$ cat src/rtl/if_demod_pkg.sv
// Shared widths, output saturation bounds and window limits for the IF demodulator.
package if_demod_pkg;
  localparam int DW        = 16;
  localparam int LW        = 18;
  localparam int AW        = 42;
  localparam int OUT_SHIFT = 17;
  localparam int RW        = 18;

  localparam logic signed [RW-1:0] SAT_MAX = 18'sh1FFFF;
  localparam logic signed [RW-1:0] SAT_MIN = 18'sh20000;

  localparam logic [7:0] MIN_PERIOD = 8'd4;
endpackage

$ cat src/rtl/iq_mac.sv
// One mixer arm: registered product, window accumulator and dump-hold register.
module iq_mac
  import if_demod_pkg::*;
#(
  parameter int dw = DW,
  parameter int lw = LW,
  parameter int aw = AW
) (
  input  logic                 clk,
  input  logic                 rst_n,
  input  logic signed [dw-1:0] adc_p0,
  input  logic signed [lw-1:0] lo_p0,
  input  logic                 start_p1,
  input  logic                 last_p1,
  output logic signed [aw-1:0] hold
);
  localparam int pw = dw + lw;

  logic signed [pw-1:0] prod_p1_d, prod_p1_q;
  logic signed [aw-1:0] acc_p2_d, acc_p2_q;
  logic signed [aw-1:0] hold_p2_d, hold_p2_q;
  logic signed [aw-1:0] prod_ext, sum;

  always_comb begin
    prod_p1_d = pw'(adc_p0) * pw'(lo_p0);
    prod_ext  = aw'(prod_p1_q);
    sum       = acc_p2_q + prod_ext;
    hold_p2_d = hold_p2_q;
    acc_p2_d  = sum;
    // A window start (possibly forced by sync) drops whatever partial sum was pending.
    if (last_p1) begin
      hold_p2_d = sum;
      acc_p2_d  = '0;
    end else if (start_p1) begin
      acc_p2_d  = prod_ext;
    end
  end

  always_ff @(posedge clk) begin
    if (!rst_n) begin
      prod_p1_q <= '0;
      acc_p2_q  <= '0;
      hold_p2_q <= '0;
    end else begin
      // stage 1: multiply
      prod_p1_q <= prod_p1_d;
      // stage 2: accumulate / dump
      acc_p2_q  <= acc_p2_d;
      hold_p2_q <= hold_p2_d;
    end
  end

  assign hold = hold_p2_q;
endmodule

$ cat src/rtl/if_demod.sv
// IF demodulator: mixes one ADC stream with an LO pair, integrates per window, emits an I/Q burst.
module if_demod
  import if_demod_pkg::*;
#(
  parameter int dw        = DW,
  parameter int lw        = LW,
  parameter int aw        = AW,
  parameter int out_shift = OUT_SHIFT
) (
  input  logic                 clk,
  input  logic                 rst_n,
  input  logic signed [dw-1:0] adc,
  input  logic signed [lw-1:0] lo_cos,
  input  logic signed [lw-1:0] lo_sin,
  input  logic                 sync,
  input  logic [7:0]           period,
  output logic signed [RW-1:0] result,
  output logic                 result_iq,
  output logic                 result_valid
);
  localparam logic [1:0] S_IDLE = 2'd0;
  localparam logic [1:0] S_I    = 2'd1;
  localparam logic [1:0] S_Q    = 2'd2;

  logic signed [dw-1:0] adc_p0_q;
  logic signed [lw-1:0] cos_p0_q, sin_p0_q;
  logic                 start_p0_d, start_p0_q, last_p0_d, last_p0_q;
  logic                 start_p1_q, last_p1_q, dump_p2_q;
  logic [7:0]           cnt_d, cnt_q, win_d, win_q, cur;
  logic [1:0]           state_d, state_q;
  logic signed [RW-1:0] result_d, result_q;
  logic signed [aw-1:0] hold_i, hold_q;

  function automatic logic signed [RW-1:0] sat_out(input logic signed [aw-1:0] h);
    logic signed [aw-1:0] y;
    y = h >>> out_shift;
    if (y > aw'(SAT_MAX))      return SAT_MAX;
    else if (y < aw'(SAT_MIN)) return SAT_MIN;
    else                       return y[RW-1:0];
  endfunction

  // Window framing is decided as each sample arrives and then travels with it.
  always_comb begin
    start_p0_d = (cnt_q == 8'd0) || sync;
    win_d      = win_q;
    cur        = cnt_q;
    if (start_p0_d) begin
      win_d = (period < MIN_PERIOD) ? MIN_PERIOD : period;
      cur   = 8'd0;
    end
    last_p0_d = (cur == win_d - 8'd1);
    cnt_d     = last_p0_d ? 8'd0 : cur + 8'd1;
  end

  always_comb begin
    state_d  = state_q;
    result_d = result_q;
    case (state_q)
      S_IDLE: if (dump_p2_q) begin
        state_d  = S_I;
        result_d = sat_out(hold_i);
      end
      S_I: begin
        state_d  = S_Q;
        result_d = sat_out(hold_q);
      end
      default: state_d = S_IDLE;
    endcase
  end

  always_ff @(posedge clk) begin
    if (!rst_n) begin
      adc_p0_q   <= '0;
      cos_p0_q   <= '0;
      sin_p0_q   <= '0;
      start_p0_q <= 1'b0;
      last_p0_q  <= 1'b0;
      start_p1_q <= 1'b0;
      last_p1_q  <= 1'b0;
      dump_p2_q  <= 1'b0;
      cnt_q      <= '0;
      win_q      <= MIN_PERIOD;
      state_q    <= S_IDLE;
      result_q   <= '0;
    end else begin
      // stage 0: input register
      adc_p0_q   <= adc;
      cos_p0_q   <= lo_cos;
      sin_p0_q   <= lo_sin;
      start_p0_q <= start_p0_d;
      last_p0_q  <= last_p0_d;
      cnt_q      <= cnt_d;
      win_q      <= win_d;
      // stage 1: framing flags follow the products
      start_p1_q <= start_p0_q;
      last_p1_q  <= last_p0_q;
      // stage 2: dump strobe aligned with hold registers
      dump_p2_q  <= last_p1_q;
      // output burst
      state_q    <= state_d;
      result_q   <= result_d;
    end
  end

  iq_mac #(.dw(dw), .lw(lw), .aw(aw)) u_mac_i (
    .clk(clk), .rst_n(rst_n), .adc_p0(adc_p0_q), .lo_p0(cos_p0_q),
    .start_p1(start_p1_q), .last_p1(last_p1_q), .hold(hold_i)
  );

  iq_mac #(.dw(dw), .lw(lw), .aw(aw)) u_mac_q (
    .clk(clk), .rst_n(rst_n), .adc_p0(adc_p0_q), .lo_p0(sin_p0_q),
    .start_p1(start_p1_q), .last_p1(last_p1_q), .hold(hold_q)
  );

  assign result       = result_q;
  assign result_iq    = (state_q == S_I);
  assign result_valid = (state_q == S_I) || (state_q == S_Q);
endmodule
$ cat config.mk
export PLATFORM = sky130hd
export DESIGN_NAME = if_demod
export DESIGN_NICKNAME = d
export VERILOG_FILES = /design/src/rtl/if_demod_pkg.sv /design/src/rtl/iq_mac.sv /design/src/rtl/if_demod.sv
export SDC_FILE = /design/constraint.sdc
export NUM_CORES = 2
export LEC_CHECK = 0
export ABC_AREA = 1
export CAP_MARGIN = 10
export CORE_MARGIN = 2
export CORE_UTILIZATION = 45
export CTS_BUF_LIST = sky130_fd_sc_hd__clkbuf_8
export CTS_CLUSTER_DIAMETER = 50
export DETAILED_ROUTE_END_ITERATION = 7
export DONT_BUFFER_PORTS = 1
export MAX_ROUTING_LAYER = met4
export PLACE_DENSITY = 0.67
export SLEW_MARGIN = 20
export SYNTH_ARGS = -nofsm -noshare
export SYNTH_HDL_FRONTEND = slang
export SYNTH_HIERARCHICAL = 1
export SYNTH_SLANG_ARGS = --single-unit
export TNS_END_PERCENT = 5
$ cat constraint.sdc
create_clock -name clk -period 13.51 [get_ports clk]
set_clock_uncertainty 0.1 [all_clocks]
set_input_delay 2.702 -clock clk [delete_from_list [all_inputs] [get_ports clk]]
set_output_delay 2.702 -clock clk [all_outputs]
set_load 0.02 [all_outputs]
Word-level counts from Yosys, hierarchy flattened
Index checks and enable logic that the tools add are counted.
{ "classes": {"n_reduce_logical": 8, "n_eq_ne": 4, "muxes": 13, "bitwise": 1, "multipliers": 2, "n_lt_le_gt_ge": 5, "n_addsub": 4} }
{ "op_table": {"columns": ["op", "n"], "rows": [
  ["$mux W18", 5],
  ["$add A42 B34 Y42", 2],
  ["$mux W42", 2],
  ["$mul A16 B18 Y34", 2],
  ["$gt A25 B18 Y1 const B", 2],
  ["$lt A25 B18 Y1 const B", 2],
  ["$pmux W18 S2", 1],
  ["$mux W8", 3],
  ["$add A8 B1 Y8 const B", 1],
  ["$eq A8 B8 Y1", 1],
  ["$logic_not A8 Y1", 1],
  ["$lt A8 B3 Y1 const B", 1],
  ["$sub A8 B1 Y8 const B", 1],
  ["$pmux W2 S2", 1],
  ["$reduce_or A2 Y1", 2],
  ["$eq A2 B1 Y1 const B", 1],
  ["$eq A2 B2 Y1 const B", 1],
  ["$logic_not A2 Y1", 1],
  ["$logic_or A1 B1 Y1", 2],
  ["$mux W2", 1],
  ["$ne A2 B2 Y1 const B", 1],
  ["$reduce_and A2 Y1", 1],
  ["$reduce_bool A2 Y1", 1],
  ["$not A1 Y1", 1]
]} }
{ "word_totals": {"wordCells": 55, "in_bits": 63, "output_inout_bits": 20, "ff_bits": 329} }

Depth between registers and ports, before layout
{ "depth": {"word_depth": 6, "mapped_depth": 28, "ltp_nobuf": 26} }

Cells and area by module
Netlist, hierarchy kept.
{ "modules_own_cells": {"columns": ["mod", "seq_area_each_um2", "n_inst", "cells_per_inst", "area_per_inst_um2"], "rows": [
  ["iq_mac at u_mac_i", 2362.3, 1, 2719, 18765.5],
  ["iq_mac at u_mac_q", 2362.3, 1, 2683, 18738.0],
  ["if_demod", 1861.8, 1, 553, 4008.8]
]} }

Least setup slack after synthesis
OpenSTA, ideal clock, no wires.
{ "synth_path": {"kind": "register -> register", "startpoint": "register adc_p0_q[5]", "endpoint": "register u_mac_i.prod_p1_q[29]", "arrival_ns": 5.883, "n_path_buf": 2, "required_time_ns": 13.297, "stages_incl_launch_ff": 24, "path_slack_ns": 7.415, "period_less_slack_ns": 6.095, "setup_ns": 0.113, "cell_sequence": "dfxtp_1 -> clkbuf_1 -> buf_1 -> nand2_1 -> fa_1 -> inv_1 -> fa_1 -> inv_1 -> fa_1 -> fa_1 -> fa_1 -> fa_1 -> inv_1 -> ha_1 -> nand2_1 -> nor2_1 -> inv_1 -> nor2_1 -> inv_1 -> or2_2 -> nand3_1 -> nand2_1 -> nand2_1 -> nor2_1"} }
{ "synth_between": {"elab_chain_cells": 1} }
{ "synth_rtl": {"columns": ["element", "line_no", "source"], "rows": [
  ["start, declared", "if_demod.sv:25", "logic signed [dw-1:0] adc_p0_q;"],
  ["start signal, assigned", "if_demod.sv:73", "adc_p0_q <= '0;"],
  ["start signal, assigned", "if_demod.sv:87", "adc_p0_q <= adc;"],
  ["$mul A16 B18 Y34", "iq_mac.sv:25", "prod_p1_d = pw'(adc_p0) * pw'(lo_p0);"],
  ["end signal, assigned", "iq_mac.sv:46", "prod_p1_q <= prod_p1_d;"],
  ["end, declared", "iq_mac.sv:19", "logic signed [pw-1:0] prod_p1_d, prod_p1_q;"]
]} }
No other way between the ends.
A chain may end at the register's enable or synchronous reset.

Final worst setup path
{ "layout_path": {"startpoint": "register adc_p0_q[15]", "endpoint": "register u_mac_i.prod_p1_q[33]"} }
The elaborated chain is that of the path after synthesis.

==> key figures <==
Run status
  • Status: completed

Cells and area
  • Area Overhead vs Synth: 5.62%
  • Final instance area: 42,800 µm²
  • Layout cells sized above 1: 4.19%
  • # nets final: 6,654

Clock tree
  • Clk_lat worst skew: 0.76 ns
  • CTS Sinks: 295
  • CTS tree: done
  • Clk buf depth: 3
  • H-Tree Level Count: 2
  • Post-cts gate resize count: 0
  • CTS buffer count: 59
  • Post-CTS Repair Setup Buffers: 0
  • Clock transition at path regs: 0.06 ns
  • Root Driver: clkbuf_8
  • Cts hold-fix bufs: 0

STA
  • Crit path time final: 6.56 ns
  • Final Setup Violations: 0
  • Final hold violation count: 0
  • Worst-Margin Slew: 1.03 ns
  • Setup TNS: 0 ns
  • Fmax: 0.152 GHz
  • Relative slew slack: 31.6%
  • Period utilization: 48.6%
  • RSZ-0062 raised after global routing: false
  • Final slew viol count: 0

Routing
  • Routed met3 length: 5940 µm
  • Met1 Wirelength: 46,600 µm
  • DRC Markers: 0
  • DRT iter0 DRCs: 2,087
  • DR vias: 34.0k
  • Post-route ant nets: 0
  • Via density: 4.86
  • Wire per inst: 15.7 µm
  • Final WL: 110,000 µm
  • Drt pass-1 iters: 5
  • Wire length on met2: 53,100 µm
  • Top sig layer: met4

Placement
  • Placed inst area: 41,500 µm²
  • GPL Wtd Cong: 0.974
  • DP HPWL: 87,100 µm
  • IO Port Bufs: 0

Floorplan
  • Core area: 89,600 µm²
  • Initial core utilization: 45.2%
  • I/O pin count: 83
  • # rows: 110
  • Die Span X: 304 µm
  • Die ar.: 92,500 µm²
  • Die H: 304 µm

Critical path
  • Worst path cell trace: clkinv_1, or2_2, fa_1, fa_1, inv_1, fa_1, fa_1, fa_1, inv_1, fa_1, inv_1, ha_1, nand2_1, nor2_1, inv_1, nor3_1, nand2_1, nand2_1, nand3_1, nand2_1, nand2_1, nand2_1, nor2_1
  • Startpoint Class: flop
  • Data required, critical path: 14.01 ns
  • Critical path origin: adc_p0_q[15]
  • Crit-path max cell delay: 0.57 ns
  • R2R Setup Slk: 6.95 ns
  • Critical path class: flop to flop
  • Slowest-stage cell, CP: clkinv_1
  • Worst r2r path cells: 23
  • Arrival @ worst endpoint: 7.06 ns
  • Reg2reg end: u_mac_i/prod_p1_q[33]
  • Worst r2r src: adc_p0_q[15]
  • Crit-path max FO: 19
  • Worst Setup End Kind: flop

GRT
  • Pin count of the biggest net entering global routing: 136
  • Gr ovfl total: 0
  • First-pass GRT wire length: 183,000 µm
  • Vias in the first global route: 35.9k
  • GRT Overall Usage: 25.4%
  • Initial antenna violation count: 3

Yosys
  • Synth warnings: 6
  • Mapped Cells: 5,849
  • Mapped Nets: 6,752
  • Avg Cell Area, Syn: 6.93 µm²
  • Post-Syn Area: 40,500 µm²

Pwr
  • Leak Pwr: 25.1 nW
  • Power density cells: 133 nW/µm²
  • Peak VDD IR: 75.8 µV

Worst hold path
  • Hold Path Class: flop to flop
  • Hold Crit Start: start_p0_q
  • Hold EP: start_p1_q
  • Hold Crit Depth: 2

Flow run
  • Max cap viols: 0
[per-stage QoR]
stage	hold slack, ns	util [%]	std cells	total power, mW	worst slack [ns]
after detailed placement	0.299	46.3	6866	4.70	6.96
after global routing	0.325	47.8	6979	6.31	6.49
final	0.309	47.8	6980	5.70	6.95
after global placement	0.297	46.3	6866	4.66	7.07
after floorplan	0.290	-	5849	3.74	7.41
after CTS	0.313	47.8	6978	5.74	6.96
[worst max path at each step]
stage,to,depth (start not counted)
after floorplan,u_mac_i/prod_p1_q[29],23
after global placement,u_mac_i/prod_p1_q[33],23
after detailed placement,u_mac_i/prod_p1_q[33],23
after CTS,u_mac_i/prod_p1_q[33],23
after global routing,u_mac_i/prod_p1_q[29],22
final,u_mac_i/prod_p1_q[33],23
[final cells by class]
class                      count  area [µm²]
antenna                        2        5.00
multi-input combinational   3762       27900
inverter                    1606        6030
timing repair buffer          27         203
clock buffer                  76        1050
sequential                   295        5910
clock inverter                36         268
tap                         1176        1470
fill                        9075       46800
[critical path, delay by kind of cell (launching register included)]
kind | cells | cell delay, ns
DFF | 1 | 0.34
adders and majority gates | 7 | 3.57
and+or+nand+nor | 11 | 1.62
buffers and inverters | 5 | 0.81
[routing by layer]
metal	up-vias	global-route usage [%]
li1	16794	-
met1	16105	30.5
met2	831	43.3
met3	224	3.61
met4	0	9.14
met5	-	-
[state kept, by name, summed over array words and instances, names as in the netlist]
| name | cells |
|---|---|
| sin_p0_q | 18 |
| dump_p2_q | 1 |
| u_mac_i/hold | 25 |
| state_q | 2 |
| cos_p0_q | 18 |
| u_mac_q/prod_p1_q | 34 |
| u_mac_q/acc_p2_q | 42 |
| start_p0_q | 1 |
| u_mac_q/hold | 25 |
| adc_p0_q | 16 |
| u_mac_i/acc_p2_q | 42 |
| result | 18 |
| u_mac_i/prod_p1_q | 34 |
| start_p1_q | 1 |
| cnt_q | 8 |
| win_q | 8 |
| last_p1_q | 1 |
| last_p0_q | 1 |
[cells in the final DEF, fill, tap and decap left out, types with 9 or more instances in the layout]
master       n
a21o_1       9
a21oi_1    210
a31oi_1     11
buf_4       27
clkbuf_8    76
dfxtp_1    295
fa_1       582
ha_1       258
inv_1     1605
inv_2       10
nand2_1   1642
nand2_2     29
nand2_4      9
nand3_1    172
nand4_1     38
nor2_1     384
nor2_2      25
nor3_1      22
o211ai_1    33
o21a_1      23
o21ai_0    139
o21ai_1     21
o21bai_1    10
or2_2       10
xnor2_1     40
xor2_1      31
[power by group]
group / total, mW / internal [mW] / switching (mW)
registers: 1.19 / 1.05 / 0.140
logic: 3.51 / 1.21 / 2.30
clock network: 1.00 / 0.552 / 0.452
total: 5.70 / 2.81 / 2.89
No activity file was read; power rests on OpenSTA's default activity.
